[src/rtl/pc_pkg.sv]
// Shared constants and the next-PC select type for the program counter unit.
package pc_pkg;

  localparam int unsigned INSTR_BYTES = 4;
  localparam int unsigned WORD_SHIFT  = 2;

  typedef enum logic [1:0] {
    SEL_SEQ,
    SEL_BR,
    SEL_JMP,
    SEL_RET
  } pc_sel_e;

endpackage

[src/rtl/return_address_stack.sv]
// Circular LIFO of return addresses; a push into a full stack overwrites the oldest entry.
module return_address_stack #(
  parameter  int unsigned XLEN      = 32,
  parameter  int unsigned RAS_DEPTH = 4,
  localparam int unsigned PW        = $clog2(RAS_DEPTH),
  localparam int unsigned CW        = PW + 1
) (
  input  logic            clk,
  input  logic            reset,
  input  logic            push,
  input  logic            pop,
  input  logic [XLEN-1:0] push_data,
  output logic [XLEN-1:0] top,
  output logic [CW-1:0]   count,
  output logic            empty
);

  logic [XLEN-1:0] mem_q [RAS_DEPTH];
  logic [PW-1:0]   ptr_q;
  logic [CW-1:0]   count_q;
  logic            pop_en;
  logic            push_en;

  // A pop of an empty stack is ignored; pop wins if both are requested.
  always_comb begin
    pop_en  = pop && (count_q != '0);
    push_en = push && !pop_en;
  end

  // Write pointer and occupancy; the pointer wraps so the oldest slot is reused when full.
  always_ff @(posedge clk) begin
    if (!reset) begin
      ptr_q   <= '0;
      count_q <= '0;
    end else if (pop_en) begin
      ptr_q   <= ptr_q - PW'(1);
      count_q <= count_q - CW'(1);
    end else if (push_en) begin
      ptr_q <= ptr_q + PW'(1);
      if (count_q != CW'(RAS_DEPTH)) begin
        count_q <= count_q + CW'(1);
      end
    end
  end

  // Entry storage, not cleared by reset.
  always_ff @(posedge clk) begin
    if (reset && push_en) begin
      mem_q[ptr_q] <= push_data;
    end
  end

  assign top   = mem_q[ptr_q - PW'(1)];
  assign count = count_q;
  assign empty = (count_q == '0);

endmodule

[src/rtl/pc_unit.sv]
// Program counter with internal sequential/branch/jump/call/return target generation.
module pc_unit
  import pc_pkg::*;
#(
  parameter  int unsigned     XLEN      = 32,
  parameter  int unsigned     OFF_W     = 16,
  parameter  int unsigned     JIDX_W    = 26,
  parameter  int unsigned     RAS_DEPTH = 4,
  parameter  logic [XLEN-1:0] RESET_PC  = '0,
  localparam int unsigned     CW        = $clog2(RAS_DEPTH) + 1
) (
  input  logic              clk,
  input  logic              reset,
  input  logic              stall,
  input  logic              branch,
  input  logic              branch_ne,
  input  logic              equal,
  input  logic [OFF_W-1:0]  branch_offset,
  input  logic              jump,
  input  logic              call,
  input  logic              ret,
  input  logic [JIDX_W-1:0] jump_index,
  output logic [XLEN-1:0]   pc_out,
  output logic [XLEN-1:0]   pc_plus4,
  output logic [CW-1:0]     ras_count,
  output logic              ras_underflow
);

  localparam logic [XLEN-1:0] JMASK = {XLEN{1'b1}} >> (XLEN - JIDX_W - WORD_SHIFT);

  logic [XLEN-1:0] pc_q;
  logic [XLEN-1:0] pc_d;
  logic            uf_q;
  logic [XLEN-1:0] off_ext;
  logic [XLEN-1:0] btgt;
  logic [XLEN-1:0] jtgt;
  logic            taken;
  pc_sel_e         sel;
  logic            ras_push;
  logic            ras_pop;
  logic [XLEN-1:0] ras_top;
  logic            ras_empty;

  assign pc_plus4 = pc_q + XLEN'(INSTR_BYTES);
  assign off_ext  = {{(XLEN-OFF_W){branch_offset[OFF_W-1]}}, branch_offset};
  assign btgt     = pc_plus4 + (off_ext << WORD_SHIFT);
  // Upper bits come from pc+4; the word index replaces everything below them.
  assign jtgt     = (pc_plus4 & ~JMASK) | ({{(XLEN-JIDX_W){1'b0}}, jump_index} << WORD_SHIFT);
  assign taken    = branch & (equal ^ branch_ne);

  // Priority select: ret, call, jump, taken branch, sequential; stall suppresses stack updates.
  always_comb begin
    sel      = SEL_SEQ;
    ras_push = 1'b0;
    ras_pop  = 1'b0;
    if (ret) begin
      ras_pop = 1'b1;
      if (!ras_empty) begin
        sel = SEL_RET;
      end
    end else if (call) begin
      ras_push = 1'b1;
      sel      = SEL_JMP;
    end else if (jump) begin
      sel = SEL_JMP;
    end else if (taken) begin
      sel = SEL_BR;
    end
    if (stall) begin
      ras_push = 1'b0;
      ras_pop  = 1'b0;
    end
    case (sel)
      SEL_BR:  pc_d = btgt;
      SEL_JMP: pc_d = jtgt;
      SEL_RET: pc_d = ras_top;
      default: pc_d = pc_plus4;
    endcase
  end

  // PC register and sticky underflow flag.
  always_ff @(posedge clk) begin
    if (!reset) begin
      pc_q <= RESET_PC;
      uf_q <= 1'b0;
    end else if (!stall) begin
      pc_q <= pc_d;
      if (ret && ras_empty) begin
        uf_q <= 1'b1;
      end
    end
  end

  return_address_stack #(
    .XLEN      (XLEN),
    .RAS_DEPTH (RAS_DEPTH)
  ) u_ras (
    .clk       (clk),
    .reset     (reset),
    .push      (ras_push),
    .pop       (ras_pop),
    .push_data (pc_plus4),
    .top       (ras_top),
    .count     (ras_count),
    .empty     (ras_empty)
  );

  assign pc_out        = pc_q;
  assign ras_underflow = uf_q;

endmodule

[config.mk]
export PLATFORM = sky130hd
export DESIGN_NAME = pc_unit
export DESIGN_NICKNAME = d
export VERILOG_FILES = /design/src/rtl/pc_pkg.sv /design/src/rtl/return_address_stack.sv /design/src/rtl/pc_unit.sv
export SDC_FILE = /design/constraint.sdc
export NUM_CORES = 1
export LEC_CHECK = 0
export CAP_MARGIN = 20
export CELL_PAD_IN_SITES_DETAIL_PLACEMENT = 2
export CELL_PAD_IN_SITES_GLOBAL_PLACEMENT = 2
export CORE_MARGIN = 4
export CORE_UTILIZATION = 37
export DETAILED_ROUTE_END_ITERATION = 12
export PLACE_DENSITY_LB_ADDON = 0.1
export SLEW_MARGIN = 15
export SYNTH_ARGS = -nofsm -noshare
export SYNTH_HDL_FRONTEND = slang
export SYNTH_SLANG_ARGS = --single-unit
[constraint.sdc]
create_clock -name clk -period 5 [get_ports clk]
set_input_delay 0.5 -clock clk [delete_from_list [all_inputs] [get_ports clk]]
set_output_delay 0.5 -clock clk [all_outputs]
set_load 0.01 [all_outputs]
Word-level counts from Yosys, hierarchy flattened
Memory sizes are Yosys's and may differ from the RTL's.
Index checks and enable logic that the tools add are counted.
Storage, ports and cells
  bits in registers: 38
  latch bits: 0
  memory bits (writable): 128
  ROM bits: 0
  input bits: 51
  output and inout port bits: 68
  word-level logic and storage cells: 48
  memories kept: 1
Operators by class
  $add $sub $neg: 6
  multipliers: 0
  div/mod/pow operators: 0
  magnitude comparators: 0
  equality and inequality tests: 4
  shift-type cells: 0
  mux-type cells: 18
  bitwise gates (word level): 4
  reduce and logical (&&, ||, !) cells: 11
Memory list
  u_ras.mem_q: depth 4, bits a word 32, rd ports 1, clocked after memory_dff 0, write ports 1, RTL line return_address_stack.sv:18  | logic [XLEN-1:0] mem_q [RAS_DEPTH];
Operators by type and width (count)
  32-bit one-hot mux with 3 select lines: 1
  32-bit by 3-bit adder with 32-bit output, second input constant: 1
  32-bit adder: 1
  32-bit by 28-bit bitwise OR with 32-bit output: 1
  2-bit 2-to-1 mux: 6
  3-bit 2-to-1 mux: 3
  1-bit 2-to-1 mux: 8
  2-bit == test, second input constant: 2
  1-bit logical AND: 4
  2-bit AND reduction: 2
  2-bit nonzero test: 2
  3-bit by 1-bit adder with 3-bit output, second input constant: 1
  3-bit zero test: 1
  3-bit inequality test, second input constant: 1
  3-bit nonzero test: 1
  3-bit by 1-bit subtractor with 3-bit output, second input constant: 1
  2-bit by 1-bit adder with 2-bit output, second input constant: 1
  2-bit by 1-bit == test with 1-bit output, second input constant: 1
  2-bit by 1-bit subtractor with 2-bit output, second input constant: 1
  1-bit bitwise AND: 1
  1-bit zero test: 1
  1-bit NOT: 1
  1-bit bitwise XOR: 1

Longest topological paths before layout
Gate-level depths: netlist (run 1).
  depth in word-level cells: 8
  gate-level depth with buffers: 15
  mapped depth without buffers: 15

By module
Synthesis (run 1) repeated with hierarchy kept, for this count alone.
Second synthesis, totals
  cell total of the unflattened synthesis: 817
  area total of the unflattened synthesis: 9335.2 sq um
By module, submodules not included
  return_address_stack: instances 1, cells an instance 216, area an instance 5007.3 sq um, seq. area each 3943.8 sq um
  pc_unit: instances 1, cells an instance 601, area an instance 4327.9 sq um, seq. area each 660.6 sq um

Worst setup path after synthesis (run 1)
Ideal clock, no wire load.
  path type: flip-flop to flip-flop
  start: register pc_q[2], in the netlist pc_out[2]
  end: register pc_q[22], in the netlist pc_out[22]
  library setup time: 0.123 ns
  arrival: 3.674 ns
  required time: 4.877 ns
  setup slack: 1.203 ns
  cell stages (with the launch flop): 16
  buffers on the path: 0
  clock period less this slack: 3.797 ns
  cells stage by stage: dfxtp_1 -> nand4_1 -> nor2_2 -> nand3_1 -> nor3_2 -> nand3_1 -> xnor2_1 -> ha_1 -> a21o_1 -> a2111oi_0 -> a211oi_1 -> nor2b_1 -> nor3_2 -> xnor2_1 -> a221oi_1 -> nor2_1
On the way
  longest elaborated chain between the ends: 3
RTL lines
  start: declaration: RTL line pc_unit.sv:31  | logic [XLEN-1:0] pc_q;
  start signal: assignment: RTL line pc_unit.sv:87  | pc_q <= pc_d;
  32-bit by 3-bit adder with 32-bit output: RTL line pc_unit.sv:44  | assign pc_plus4 = pc_q + XLEN'(INSTR_BYTES);
  net pc_plus4[17]: RTL line pc_unit.sv:24  | output logic [XLEN-1:0] pc_plus4,
  32-bit adder: RTL line pc_unit.sv:46  | assign btgt = pc_plus4 + (off_ext << WORD_SHIFT);
  32-bit one-hot mux with 3 select lines: RTL line pc_unit.sv:73  | case (sel)
The timed path passes the listed nets, and every way through them passes these cells.
A chain may end at the register's enable or synchronous reset.

Worst setup path after layout (run 1)
  start: register pc_q[2], in the netlist pc_out[2]
  end: register pc_q[27], in the netlist pc_out[27]
On the way
  longest elaborated chain between the ends: 3
RTL lines (RTL line)
  32-bit by 3-bit adder with 32-bit output (*): pc_unit.sv:44
  32-bit adder: pc_unit.sv:46
  32-bit one-hot mux with 3 select lines (*): pc_unit.sv:73
Every way passes the cells marked *; elsewhere a longest branch is shown, timed or not.

==> summary.txt, run 1 <==
Run status
  • Run status: completed

Setup path
  • CP required: 5.32 ns
  • Crit-path max FO: 9
  • Crit end category: flip-flop
  • CP Class: reg -> reg
  • Nature of the critical path startpoint: flip-flop
  • Crit path DAT: just under 5 ns

Place
  • Hpwl dp: ~26,000 um
  • Placed Area: roughly 11,000 um2
  • GPL Wtd Cong: slightly below 0.9
  • Placed cells: 1,257
  • DP Worst Slack: ~0.35 ns
  • Port bufs: between 100 and 150

Power and ir drop
  • Clock group share of total power: roughly a third
  • Comb pwr share: a little under 30%
  • Internal Power: between 2 and 3 mW
  • Pleak: 4.16 nW
  • Sw Pwr: around 1.5 mW
  • Sequential share of power: ~39%
  • Max IR drop VDD: 0.000194 V
  • Pwr Density: 365 nW/um2
  • Sw frac: about a third

Clocking
  • Post-CTS Hold Fix Bufs: 0
  • CTS tree: yes
  • Sink Count: approximately 170
  • H-tree depth: 4
  • Clock Path Buffers: 2
  • Clock Latency Late Sink: ~0.44 ns
  • Cts bufs inserted: 17
  • CTS root buf: clkbuf_16
  • Clock transition at the registers of the reported paths: 0.08 ns

Layout
  • Most common cell after layout, fill and taps aside: edfxtp_1
  • Finished Layout Cells: 1,289
  • Share of cells above drive strength 1: about 13%
  • Cell area after layout: 11,600 um2
  • Total of fill cells in the finished design: 2,496
  • Nets: approximately 1,000
  • Most frequent cells in the layout: edfxtp_1, clkdlybuf4s50_1, nand2_1
  • FF+latch area: between 4000 and 5000 um2
  • Antenna diodes: 0
  • Layout area overhead: 25.1%
  • Multi-input logic area: 4500 um2

Job
  • Max-cap violations: 0

Synth
  • Yosys reg bits: about 170
  • Synth Cell Area: roughly 9300 um2
  • Top cells by area, synth: edfxtp_1, dfxtp_1, mux4_2
  • Synth top area share: between 40% and 50%
  • EDFF count, synth: between 100 and 150
  • Synthesized Nets: about 910
  • Ys Warns: 0
  • Syn Inst Count: around 800
  • Largest area contributor in the netlist: edfxtp_1
  • Sequential fraction of the synthesis area: between 40 and 50%
  • FFs w/ async S/R, synth: 0%
  • Main flop type after synthesis: edfxtp_1
  • Synthesized area per cell: about 11 um2
  • Post-synth cell types: approximately 70

Timing
  • Max Freq: between 0.2 and 0.25 GHz
  • Finish-stage setup viols: 0
  • Final hold violation count: 0
  • Final period util: 91.2%
  • Post-route setup TNS: 0 ns
  • Worst slew margin: 37.1%
  • Clock Skews: approximately 0.011 ns
  • Post-route setup slack: 0.438 ns
  • Max-slew violation count: 0
  • RSZ-0062 raised after global routing: false
  • Min cycle time layout: 4.56 ns
  • Worst slew pin tran: 0.941 ns

Drt
  • Routed via count: about 7,700
  • Routed WL: 35,800 um
  • Drt drc: 0
  • Starting DRT DRC Count: around 620
  • DR vias/cell: 5.96
  • First-pass DRT Iterations: 4
  • Routed WL per cell: 27.7 um
  • Antenna-violating nets left: 0

Global route
  • First-pass GRT wire length: ~54,000 um
  • Initial antenna violation count: 0
  • Largest net degree at the start of global routing: 43
  • Grt ovf: 0
  • Vias in the first global route: about 8,500
  • Tot GR Track Use: between 20 and 30%

Worst hold path
  • Hold WC Path Type: reg -> reg

Floorplanning
  • Core region area: 24,500 um2
  • Die Y: around 170 um
  • Initial Util: 38.0%
  • # IOs: approximately 120
  • Chip Width: 167 um
  • Site Rows: between 50 and 60
  • Die ar.: approximately 28,000 um2
==> cell families (layout without fill, tap and decap cells) <==
family | Yosys count | after routing | share of synthesized area [%]
flip-flops | 166 | 166 | 49.4
buffers and inverters | 57 | 206 | 2.43
adder cells (fa/ha/maj) | 45 | 45 | 6.21
AND/OR/NAND/NOR | 226 | 226 | 12.2
multiplexers | 39 | 39 | 8.52
AO/OA/AOI/OAI | 227 | 227 | 15.7
XOR/XNOR | 56 | 56 | 5.55
==> layer usage <==
| layer | vias up | GRT usage, % | part of all wire, % |
|---|---|---|---|
| li1 | 3401 | - | - |
| met1 | 3994 | 35.1 | 45 |
| met2 | 251 | 43.6 | 49 |
| met3 | 39 | 3.37 | 4.5 |
| met4 | 0 | 5.94 | 1.5 |
| met5 | - | 0 | 0 |
==> flip-flops by register name, indices dropped and copies added, names as in the netlist <==
register       flops
pc_out            32
u_ras.mem_q      128
ras_underflow      1
u_ras.count        3
u_ras.ptr_q        2
==> power by group through the flow <==
stage,Sequential [mW],Combinational (mW),Clock [mW]
final,1.65,1.24,1.37
after global routing,1.66,1.34,1.44
after CTS,1.65,1.24,1.39
after global placement,1.67,1.18,0
after floorplan,1.66,0.693,0
after detailed placement,1.68,1.22,0
==> per-stage QoR <==
step | utilization [%] | power, mW | hold WS, ns
2_1_floorplan | - | 2.35 | 0.525
3_3_place_gp | 45.0 | 2.85 | 0.481
3_5_place_dp | 45.0 | 2.90 | 0.516
4_1_cts | 47.4 | 4.28 | 0.537
5_1_grt | 47.5 | 4.44 | 0.583
6_report | 47.5 | 4.25 | 0.531
==> synth_stat cells, drive strengths merged (7+ instances only) <==
cell      n
a21o     19
a21oi    53
a221oi   11
a31oi     7
and2     10
and3     16
buf      10
clkbuf   29
dfxtp    38
edfxtp  128
ha       43
inv      17
mux4     32
nand2    73
nand3    31
nand4    14
nor2     43
nor2b    10
nor3      9
o211ai   10
o21ai    65
xnor2    38
xor2     18
==> final timing paths <==
kind	from	end	slack (ns)	cells past startpoint
setup / recovery	pc_out[2]	pc_out[27]	0.44	14
hold / removal	ras_underflow	ras_underflow	0.53	2
setup reg to reg	pc_out[2]	pc_out[27]	0.44	14
hold reg to reg	ras_underflow	ras_underflow	0.53	2
==> critical path, cell delays in order, from the launching register on <==
cell       delay [ns]
dfxtp_1          0.54
nand4_1          0.21
nor2_2           0.23
nand3_1          0.26
nor2_1           0.23
xor2_1           0.58
ha_1             0.40
nand4_1          0.23
nor2_1           0.06
a21boi_1         0.16
a311oi_1         0.68
o21ba_2          0.28
nor4_1           0.07
a2111oi_0        0.38
a21oi_1          0.13
==> what timing repair did <==
action | in CTS | in global routing
endpoints found under the setup margin | 0 | 3
setup buffers | 0 | 0
endpoints found under the hold margin | 0 | 0
gates resized for setup | 0 | 1
==> layout make-up <==
cell class	count	area share [%]
Clock buffer	17	3.65
Clock inverter	15	1.55
Inverter	18	0.580
Multi-Input combinational cell	593	38.6
Sequential cell	166	39.5
Tap cell	324	3.48
Timing Repair Buffer	156	12.6
Power figures use the tool's default switching activity.
==> inputs of run 2 (changes only) <==
--- a/config.mk
+++ b/config.mk
@@ -11,7 +11,7 @@
 export CORE_MARGIN = 4
 export CORE_UTILIZATION = 37
 export DETAILED_ROUTE_END_ITERATION = 12
-export PLACE_DENSITY_LB_ADDON = 0.1
+export PLACE_DENSITY = 0.81
 export SLEW_MARGIN = 15
 export SYNTH_ARGS = -nofsm -noshare
 export SYNTH_HDL_FRONTEND = slang
==> run 2 against run 1 <==
Effect of this change: sequential share of layout area up 0.19 points; clock skew up 0.0067 ns; first-iteration DRC count decreased by 8.3%; utilization fell by 0.23 points; combinational power about the same; largest cell class unchanged.
==> summary.txt, run 2 (synthesis results as in run 1) <==
Run status
  • Run status: completed (unchanged)

Clocking
  • Sink Count: 166 (unchanged)
  • PostCTS Resize Cnt: 0 (unchanged)
  • CTS root buf: clkbuf_16 (unchanged)
  • CTS tree: yes (unchanged)
  • Cts bufs inserted: 17 (unchanged)
  • Clock Path Buffers: 2 (unchanged)
  • Post-CTS Hold Fix Bufs: 0 (unchanged)
  • H-tree depth: 4 (unchanged)
  • Setup repair bufs after CTS: 0 (unchanged)
  • Clock transition at the registers of the reported paths: 0.07 ns (was 0.08 ns)
  • Clock Latency Late Sink: 0.45 ns (was 0.44 ns)

Worst hold path
  • Hold WC Path Type: reg -> reg (unchanged)
  • Hold EP: ras_underflow (unchanged)
  • Worst hold stages: 2 (unchanged)
  • Hold_sp: ras_underflow (unchanged)

Setup path
  • CP required: 5.35 ns (was 5.32 ns)
  • Buf+Inv Stages, Crit Path: 0 (unchanged)
  • Reg-to-reg endpoint: pc_out[24] (was pc_out[27])
  • Nature of the critical path startpoint: flip-flop (unchanged)
  • Crit path DAT: 4.99 ns (was 4.88 ns)
  • CP max-delay cell: a2111oi_0 (was a311oi_1)
  • FF-to-FF path depth: 14 (unchanged)
  • Crit end category: flip-flop (unchanged)
  • CP cell instances: nand4_1, nor2_2, nand3_1, nor3_4, and3_1, xor2_2, ha_1, a2111oi_0, a211oi_1, nor2b_1, nor3_2, o21ai_1, xnor2_1, o31ai_1 (was nand4_1, nor2_2, nand3_1, nor2_1, xor2_1, ha_1, nand4_1, nor2_1, a21boi_1, a311oi_1, o21ba_2, nor4_1, a2111oi_0, a21oi_1)
  • R2r startpoint: pc_out[2] (unchanged)
  • R2r setup slk: 0.36 ns (was 0.44 ns)
  • CP delay by family, top: simple AND/OR/NAND/NOR gates (was compound AO/OA/AOI/OAI gates)
  • Crit-path max FO: 9 (unchanged)
  • Max stage delay on crit path: 0.56 ns (was 0.68 ns)
  • CP Class: reg -> reg (unchanged)

Place
  • Hpwl dp: 24,000 um (was 25,600 um)
  • Placed cells: 1,244 (was 1,257)
  • GPL Wtd Cong: 0.872 (was 0.884)
  • Port bufs: 118 (unchanged)

Layout
  • Biggest register: u_ras.mem_q (unchanged)
  • Nets: 1,036 (was 1,048)
  • Most common cell after layout, fill and taps aside: edfxtp_1 (unchanged)
  • Finished Layout Cells: 1,277 (was 1,289)
  • Multi-input logic area: 4520 um2 (was 4500 um2)
  • Max FFs per register: 128 (unchanged)
  • Layout area overhead: 24.5% (was 25.1%)
  • Antenna diodes: 0 (unchanged)
  • FF+latch area: 4610 um2 (unchanged)
  • Total of fill cells in the finished design: 2,497 (was 2,496)
  • Share of cells above drive strength 1: 12.0% (was 12.5%)
  • Most frequent cells in the layout: edfxtp_1, clkdlybuf4s50_1, nand2_1 (unchanged)

Timing
  • Clock Skews: 0.0174 ns (was 0.0106 ns)
  • Finish-stage setup viols: 0 (unchanged)
  • Worst slew margin: 31.0% (was 37.1%)
  • Max Freq: 0.216 GHz (was 0.219 GHz)
  • Final hold violation count: 0 (unchanged)
  • Post-route setup TNS: 0 ns (unchanged)
  • RSZ-0062 raised after global routing: false (unchanged)
  • Final period util: 92.7% (was 91.2%)
  • Max-slew violation count: 0 (unchanged)
  • Min cycle time layout: 4.64 ns (was 4.56 ns)
  • Worst slew pin tran: 1.04 ns (was 0.941 ns)

Floorplanning
  • Core region area: 24,500 um2 (unchanged)
  • Die Y: 167 um (unchanged)
  • Initial Util: 38.0% (unchanged)
  • Site Rows: 57 (unchanged)
  • # IOs: 119 (unchanged)
  • Die ar.: 27,800 um2 (unchanged)
  • Chip Width: 167 um (unchanged)

Global route
  • Grt ovf: 0 (unchanged)
  • First-pass GRT wire length: 53,100 um (was 54,400 um)
  • Layer with the highest usage: met2 (unchanged)
  • Met1 GRT Util: 34.7% (was 35.1%)
  • Met3 Track Usage GR: 4.53% (was 3.37%)
  • Vias in the first global route: 8,225 (was 8,528)
  • Met2 usage: 41.4% (was 43.6%)
  • Initial antenna violation count: 1 (was 0)
  • Largest net degree at the start of global routing: 42 (was 43)
  • Tot GR Track Use: 25.2% (was 25.6%)

Power and ir drop
  • Pleak: 4.13 nW (was 4.16 nW)
  • Max IR drop VDD: 0.000198 V (was 0.000194 V)
  • Pwr Density: 369 nW/um2 (was 365 nW/um2)

Drt
  • First-pass DRT Iterations: 5 (was 4)
  • DR vias/cell: 5.95 (was 5.96)
  • Starting DRT DRC Count: 572 (was 624)
  • Drt drc: 0 (unchanged)
  • Antenna-violating nets left: 0 (unchanged)
  • Routed via count: 7,596 (was 7,685)
  • Routed WL per cell: 27.6 um (was 27.7 um)
  • Routed WL: 35,300 um (was 35,800 um)

Job
  • Max-cap violations: 0 (unchanged)
## run 2: cell count changes in the layout (fill, tap and decap cells not counted), moves of 3 or more
cell,previous run,this run
buf_4,38,25
and3_2,0,4
inv_8,5,2
and3_1,16,12
clkinv_8,4,0
inv_6,1,6
## run 2: per-stage QoR
step                      worst slack, ns  hold slack, ns  total power [mW]  area, um2  util [%]
after floorplan                      1.20           0.525              2.35       9310         -
after global placement              0.778           0.475              2.84      10900      44.6
after detailed placement            0.420           0.489              2.89      10900      44.6
after CTS                           0.323           0.509              4.29      11500      47.1
after global routing               0.0310           0.532              4.46      11600      47.3
final                               0.363           0.498              4.28      11600      47.3
## run 2: layer usage
layer  vias to the layer above  share of wire, %
li1                       3381                 -
met1                      3917                45
met2                       250                48
met3                        46               5.4
met4                         2               1.7
met5                         -             0.037
## run 2: cell type report
| type | instances | area share, % |
|---|---|---|
| clock inverters | 14 | 1.39 |
| inverters | 18 | 0.583 |
| well taps | 324 | 3.50 |
| repair buffers | 144 | 12.0 |
| clock buffers | 18 | 3.79 |
| multi-input cells | 593 | 39.0 |
| flip-flops and latches | 166 | 39.7 |
## run 2: worst register-to-register path, delay by kind of cell (launching register included)
family	cells	cell delay, ns
and+or+nand+nor	7	2.01
AOI/OAI and AO/OA	4	1.10
DFF	1	0.53
xor gates and xnor gates	2	0.55
adders and majority gates	1	0.36
## run 2: worst max path at each step
stage	from	endpoint	slack, ns	depth (start not counted)
detailed placement	pc_out[2]	pc_out[24]	0.42	14
global route	pc_out[2]	pc_out[24]	0.03	15
floorplan	pc_out[2]	pc_out[22]	1.20	15
CTS	pc_out[2]	pc_out[24]	0.32	14
global placement	pc_out[2]	pc_out[22]	0.78	14
finish	pc_out[2]	pc_out[24]	0.36	14
## run 2: where the power goes
part	internal (mW)	leakage, nW	switching (mW)
Combinational	0.520	2.34	0.724
Sequential	1.56	1.49	0.0796
Clock	0.765	0.296	0.634
Total	2.85	4.13	1.44
==> inputs of run 3 (changes only) <==
--- a/config.mk
+++ b/config.mk
@@ -5,7 +5,7 @@
 export SDC_FILE = /design/constraint.sdc
 export NUM_CORES = 1
 export LEC_CHECK = 0
-export CAP_MARGIN = 20
+export CAP_MARGIN = 40
 export CELL_PAD_IN_SITES_DETAIL_PLACEMENT = 2
 export CELL_PAD_IN_SITES_GLOBAL_PLACEMENT = 2
 export CORE_MARGIN = 4
==> run 3 against run 2 <==
Effect of this change: global-route usage grew 0.24 points; via count is 0.29% lower; critical path depth is the same; largest cell class unchanged; flip-flop and latch count unchanged; combinational power barely moved; non-clock buffer count grew 5; clock skew shrank 0.0054 ns; worst hold slack better by 0.020 ns; worst setup slack improved by 0.18 ns; register-to-register slack better by 0.18 ns; first-iteration DRC count grew 16%.
==> summary.txt, run 3 (synthesis results as in run 1) <==
Run status
  • Run status: completed (unchanged)

Layout
  • Cell area after layout: 11,700 um2 (was 11,600 um2)
  • Multi-input logic area: 4510 um2 (was 4520 um2)
  • Layout area overhead: 25.5% (was 24.5%)
  • FF+latch area: 4610 um2 (unchanged)
  • Share of cells above drive strength 1: 12.3% (was 12.0%)
  • Antenna diodes: 0 (unchanged)
  • Fin util: 47.7% (was 47.3%)
  • Nets: 1,041 (was 1,036)
  • Most common cell after layout, fill and taps aside: edfxtp_1 (unchanged)
  • Most frequent cells in the layout: edfxtp_1, clkdlybuf4s50_1, nand2_1 (unchanged)
  • Total of fill cells in the finished design: 2,499 (was 2,497)
  • Biggest register: u_ras.mem_q (unchanged)
  • Max FFs per register: 128 (unchanged)

Setup path
  • Nature of the critical path startpoint: flip-flop (unchanged)
  • Crit end category: flip-flop (unchanged)
  • Crit path DAT: 4.81 ns (was 4.99 ns)
  • Crit-path max FO: 9 (unchanged)
  • CP Class: reg -> reg (unchanged)
  • CP required: 5.35 ns (about the same)
  • Worst path most repeated cell: nor3_2
  • Max stage delay on crit path: 0.53 ns (was 0.56 ns)
  • CP max-delay cell: dfxtp_1 (was a2111oi_0)
  • CP cell instances: nand4_1, nor2_2, nand3_1, nor3_2, and3_1, xor2_2, ha_1, a2111oi_0, a211oi_1, nor2b_1, nor3_2, o21ai_1, xnor2_1, o31ai_1 (was nand4_1, nor2_2, nand3_1, nor3_4, and3_1, xor2_2, ha_1, a2111oi_0, a211oi_1, nor2b_1, nor3_2, o21ai_1, xnor2_1, o31ai_1)

Drt
  • Starting DRT DRC Count: 664 (was 572)
  • Antenna-violating nets left: 0 (unchanged)
  • DR vias/cell: 5.91 (was 5.95)
  • Wire length on met3: 1760 um (was 1890 um)
  • Metal-1 WL: 15,800 um (was 15,900 um)
  • First-pass DRT Iterations: 5 (unchanged)
  • Routed WL per cell: 27.6 um (about the same)
  • Routed WL: 35,300 um (about the same)
  • Drt drc: 0 (unchanged)
  • Routed via count: 7,574 (was 7,596)
  • Top layer in use: met4 (was met5)
  • Metal2 WL: 17,500 um (was 16,900 um)

Power and ir drop
  • Pleak: 4.15 nW (was 4.13 nW)
  • Pwr Density: 366 nW/um2 (was 369 nW/um2)
  • Max IR drop VDD: 0.000213 V (was 0.000198 V)

Timing
  • Final period util: 89.2% (was 92.7%)
  • Min cycle time layout: 4.46 ns (was 4.64 ns)
  • Max-slew violation count: 0 (unchanged)
  • Clock Skews: 0.0120 ns (was 0.0174 ns)
  • Post-route setup TNS: 0 ns (unchanged)
  • Finish-stage setup viols: 0 (unchanged)
  • Max Freq: 0.224 GHz (was 0.216 GHz)
  • Worst slew pin tran: 0.854 ns (was 1.04 ns)
  • Worst slew margin: 42.6% (was 31.0%)
  • RSZ-0062 raised after global routing: false (unchanged)
  • Final hold violation count: 0 (unchanged)
  • Post-route setup slack: 0.540 ns (was 0.363 ns)

Global route
  • Largest net degree at the start of global routing: 42 (unchanged)
  • Grt ovf: 0 (unchanged)
  • First-pass GRT wire length: 53,700 um (was 53,100 um)
  • Tot GR Track Use: 25.4% (was 25.2%)
  • Initial antenna violation count: 0 (was 1)
  • Vias in the first global route: 8,321 (was 8,225)

Place
  • GPL Wtd Cong: 0.872 (unchanged)
  • DP Worst Slack: 0.412 ns (was 0.420 ns)
  • Hpwl dp: 24,800 um (was 24,000 um)
  • Port bufs: 118 (unchanged)
  • Placed Area: 11,100 um2 (was 10,900 um2)

Clocking
  • Clock Latency Late Sink: 0.44 ns (was 0.45 ns)
  • Clock Path Buffers: 2 (unchanged)
  • Clock transition at the registers of the reported paths: 0.07 ns (about the same)
  • Setup repair bufs after CTS: 0 (unchanged)
  • Cts bufs inserted: 17 (unchanged)
  • Post-CTS Hold Fix Bufs: 0 (unchanged)
  • H-tree depth: 4 (unchanged)
  • CTS tree: yes (unchanged)
  • Sink Count: 166 (unchanged)
  • CTS root buf: clkbuf_16 (unchanged)

Floorplanning
  • Initial Util: 38.0% (unchanged)
  • Chip Width: 167 um (unchanged)
  • Die ar.: 27,800 um2 (unchanged)
  • Core region area: 24,500 um2 (unchanged)
  • Die Y: 167 um (unchanged)
  • # IOs: 119 (unchanged)
  • Site Rows: 57 (unchanged)

Job
  • Max-cap violations: 0 (unchanged)

Worst hold path
  • Hold WC Path Type: reg -> reg (unchanged)
[run 3: changes by cell type in the layout (fill, tap and decap cells not counted), sizes merged]
cell / previous run / this run
buf: 26 / 31
clkinv: 4 / 2
clkbuf: 18 / 19
clkinvlp: 1 / 2
[run 3: layout make-up]
type                       instances  share of cell area [%]
sequential                       166                    39.4
clock buffer                      19                    3.79
tap                              324                    3.47
clock inverter                    13                    1.36
timing repair buffer             149                    12.8
inverter                          18                   0.578
multi-input combinational        593                    38.6
[run 3: critical path: cells and delay by family (launching register included)]
family | cells | cell delay, ns
AO/OA/AOI/OAI | 4 | 0.99
XOR/XNOR | 2 | 0.52
adder cells (fa/ha/maj) | 1 | 0.36
flip-flops | 1 | 0.53
AND/OR/NAND/NOR | 7 | 1.97
[run 3: layer usage]
metal / up-vias / track usage, %
met2: 210 / 43.4
met5: - / 0
met4: 0 / 4.87
met1: 3949 / 34.2
li1: 3392 / -
met3: 23 / 4.67
[run 3: through the flow]
step                power, mW  cells  hold WS, ns
floorplan                2.35    816        0.525
global placement         2.84   1244        0.475
detailed placement       2.89   1250        0.504
CTS                      4.29   1282        0.520
global route             4.46   1282        0.548
finish                   4.27   1282        0.518
[run 3: final timing paths]
| path | startpoint | end | slack [ns] | depth (start not counted) |
|---|---|---|---|---|
| min reg2reg | ras_underflow | ras_underflow | 0.52 | 2 |
| max reg2reg | pc_out[2] | pc_out[24] | 0.54 | 14 |
| min | ras_underflow | ras_underflow | 0.52 | 2 |
| max | pc_out[2] | pc_out[24] | 0.54 | 14 |
[run 3: report_power, final]
part / internal [mW] / switching [mW]
clock network: 0.768 / 0.616
registers: 1.56 / 0.0818
logic: 0.523 / 0.726
total: 2.85 / 1.42
[run 3: what timing repair did]
item                                    4_1_cts  5_1_grt
resized for setup                             0        2
endpoints found under the hold margin         0        0
endpoints found under the setup margin        0        3
==> edit (config.mk and constraints of run 3) <==
`XLEN` is set to 32 in 2 places; all go to 48.
--- a/src/rtl/return_address_stack.sv
+++ b/src/rtl/return_address_stack.sv
@@ -1,5 +1,5 @@
 // Circular LIFO of return addresses; a push into a full stack overwrites the oldest entry.
 module return_address_stack #(
-  parameter  int unsigned XLEN      = 32,
+  parameter  int unsigned XLEN      = 48,
   parameter  int unsigned RAS_DEPTH = 4,
   localparam int unsigned PW        = $clog2(RAS_DEPTH),
--- a/src/rtl/pc_unit.sv
+++ b/src/rtl/pc_unit.sv
@@ -3,5 +3,5 @@
   import pc_pkg::*;
 #(
-  parameter  int unsigned     XLEN      = 32,
+  parameter  int unsigned     XLEN      = 48,
   parameter  int unsigned     OFF_W     = 16,
   parameter  int unsigned     JIDX_W    = 26,
Interface: changed (resized pc_out and pc_plus4); port bits go from 119 to 151. No check against the original RTL was run, so the function may have changed too.
==> edit against run 3 <==
Sequential cell count grew 80. Combinational power grew 33%. Critical endpoint is now pc_out[42]. Area after synthesis grew 47%. Cell area grew 46%. Critical path type unchanged. Global-route usage shrank 0.61 points. Total power grew 45%. Clock power grew 55%. Wire length grew 47%. Setup slack lost 0.27 ns. Worst hold slack lost 0.042 ns.
==> edit: results (changes against run 3) <==
global_route:
  grt_use_met2: 0.432  # -0.00190
  grt_pass1_wl_um: 78300  # +46%
  grt_max_degree: 67  # +60%
  gr-usage-all-layers: 0.248  # -0.00609
  grt_use_met3: 0.0293  # -0.0174
  grt_pass1_vias: 12300  # +47%
  grt_use_met1: 0.337  # -0.00529
yosys:
  syn_area_per_cell_um2: 11.5  # +1.1%
  synthMuxAreaShare: 0.0836  # -0.00161
  ys_types: 81  # +13%
  synth-compound-area-share: 0.158  # +0.000951
  synth.top_cells.by_count: "edfxtp_1 (192), nand2_1 (100), a21oi_1 (94)"
  ys_seq_area_frac: 0.501  # +0.00697
  synth_area_leaders: "edfxtp_1 (42%), dfxtp_1 (7.9%), mux4_2 (7.9%), ha_1 (5.5%), xnor2_1 (3.9%)"
  synth_edf_count: 192  # +50%
  synth_xor_area_frac: 0.0564  # +0.000955
setup_path:
  crit_family: "simple AND/OR/NAND/NOR gates"
  worst_ep_arrival_time_ns: 5.14  # +0.33 ns
  cp_max_fo: 7  # -2
  slowest_delay_ns: 0.40  # -0.13 ns
placed_design:
  place.gp.congestion: 0.883  # +1.2%
  place_hpwl_um: 35900  # +45%
  io_buffers: 150  # +27%
  placed_cells: 1805  # +44%
  pre_cts_ws_ns: 0.167  # -0.245 ns
power_and_ir_drop:
  max-vdd-ir-drop_uv: 307  # +45%
  p_leak_nw: 6.00  # +45%
route:
  avgViaCountPerCell: 5.98  # +1.3%
  dr.first_iter.drc_count: 764  # +15%
  wl_per_cell_um: 27.9  # +1.2%
status:
  status: "completed"
cells_and_area:
  finalNonFillerCells: 1862  # +45%
  final_layout_size_suffix_gt1_frac: 0.143  # +0.0203
  largest_reg_flops: 192  # +50%
  largest-register: "u_ras.mem_q"
  fin_nets: 1485  # +43%
clocking:
  clk_path_buf_depth: 3  # +1
  cts_buffers: 28  # +11
  h-tree-depth: 1  # -3
  clk_latency_ns: 0.55  # +0.11 ns
sta:
  slew_headroom: 0.433  # +0.00659
  skew_ns: 0.0140  # +0.00202 ns
## edit: worst register-to-register path: cells and delay by family (launching register included)
| kind | cells | cell delay (ns) |
|---|---|---|
| buf+inv | 2 | 0.32 |
| flops | 1 | 0.40 |
| simple gates | 10 | 2.13 |
| xor+xnor | 1 | 0.18 |
| compound gates | 5 | 0.96 |
| fa+ha+maj | 2 | 0.62 |
## edit: layout make-up
| type | instances | area (µm²) |
|---|---|---|
| tap | 468 | 586 |
| fill | 3627 | 19400 |
| timing repair buffer | 214 | 2070 |
| sequential | 246 | 6850 |
| inverter | 30 | 113 |
| multi-input combinational | 852 | 6530 |
| clock buffer | 40 | 777 |
| clock inverter | 12 | 166 |
## edit: stage by stage
step	utilization	area, µm²
4_1_cts	0.465	17000
6_report	0.468	17100
3_3_place_gp	0.438	16000
5_1_grt	0.468	17100
2_1_floorplan	-	13700
3_5_place_dp	0.439	16000
## edit: what timing repair did
| action | in CTS | in global routing |
|---|---|---|
| setup endpoints to repair | 0 | 9 |
| buffers inserted | 0 | 2 |
| gates resized for setup | 0 | 9 |
## edit: power groups by stage
stage | clock, W | combinational (W) | sequential [W]
after floorplan | 0 | 0.000924 | 0.00242
after global placement | 0 | 0.00155 | 0.00244
after detailed placement | 0 | 0.00162 | 0.00245
after CTS | 0.00218 | 0.00164 | 0.00241
after global routing | 0.00227 | 0.00179 | 0.00242
final | 0.00214 | 0.00166 | 0.00241
## edit: routing by layer
metal | wire [µm] | part of all wire
met3 | 2210 | 0.043
met5 | 0 | 0
met1 | 23200 | 0.45
met2 | 25700 | 0.49
met4 | 882 | 0.017
## edit: final timing paths
kind / startpoint / end / cells after the start / slack (ns)
worst min register to register: ras_underflow / ras_underflow / 1 / 0.48
worst min-delay path: ras_underflow / ras_underflow / 1 / 0.48
worst max register to register: pc_out[3] / pc_out[42] / 20 / 0.27
worst max-delay path: pc_out[3] / pc_out[42] / 20 / 0.27
## edit: cells by family after synthesis
| family | count (synthesis) |
|---|---|
| AO/OA/AOI/OAI | 335 |
| XOR/XNOR | 85 |
| adder cells (fa/ha/maj) | 62 |
| buffers and inverters | 86 |
| flip-flops | 246 |
| multiplexers | 54 |
| AND/OR/NAND/NOR | 316 |
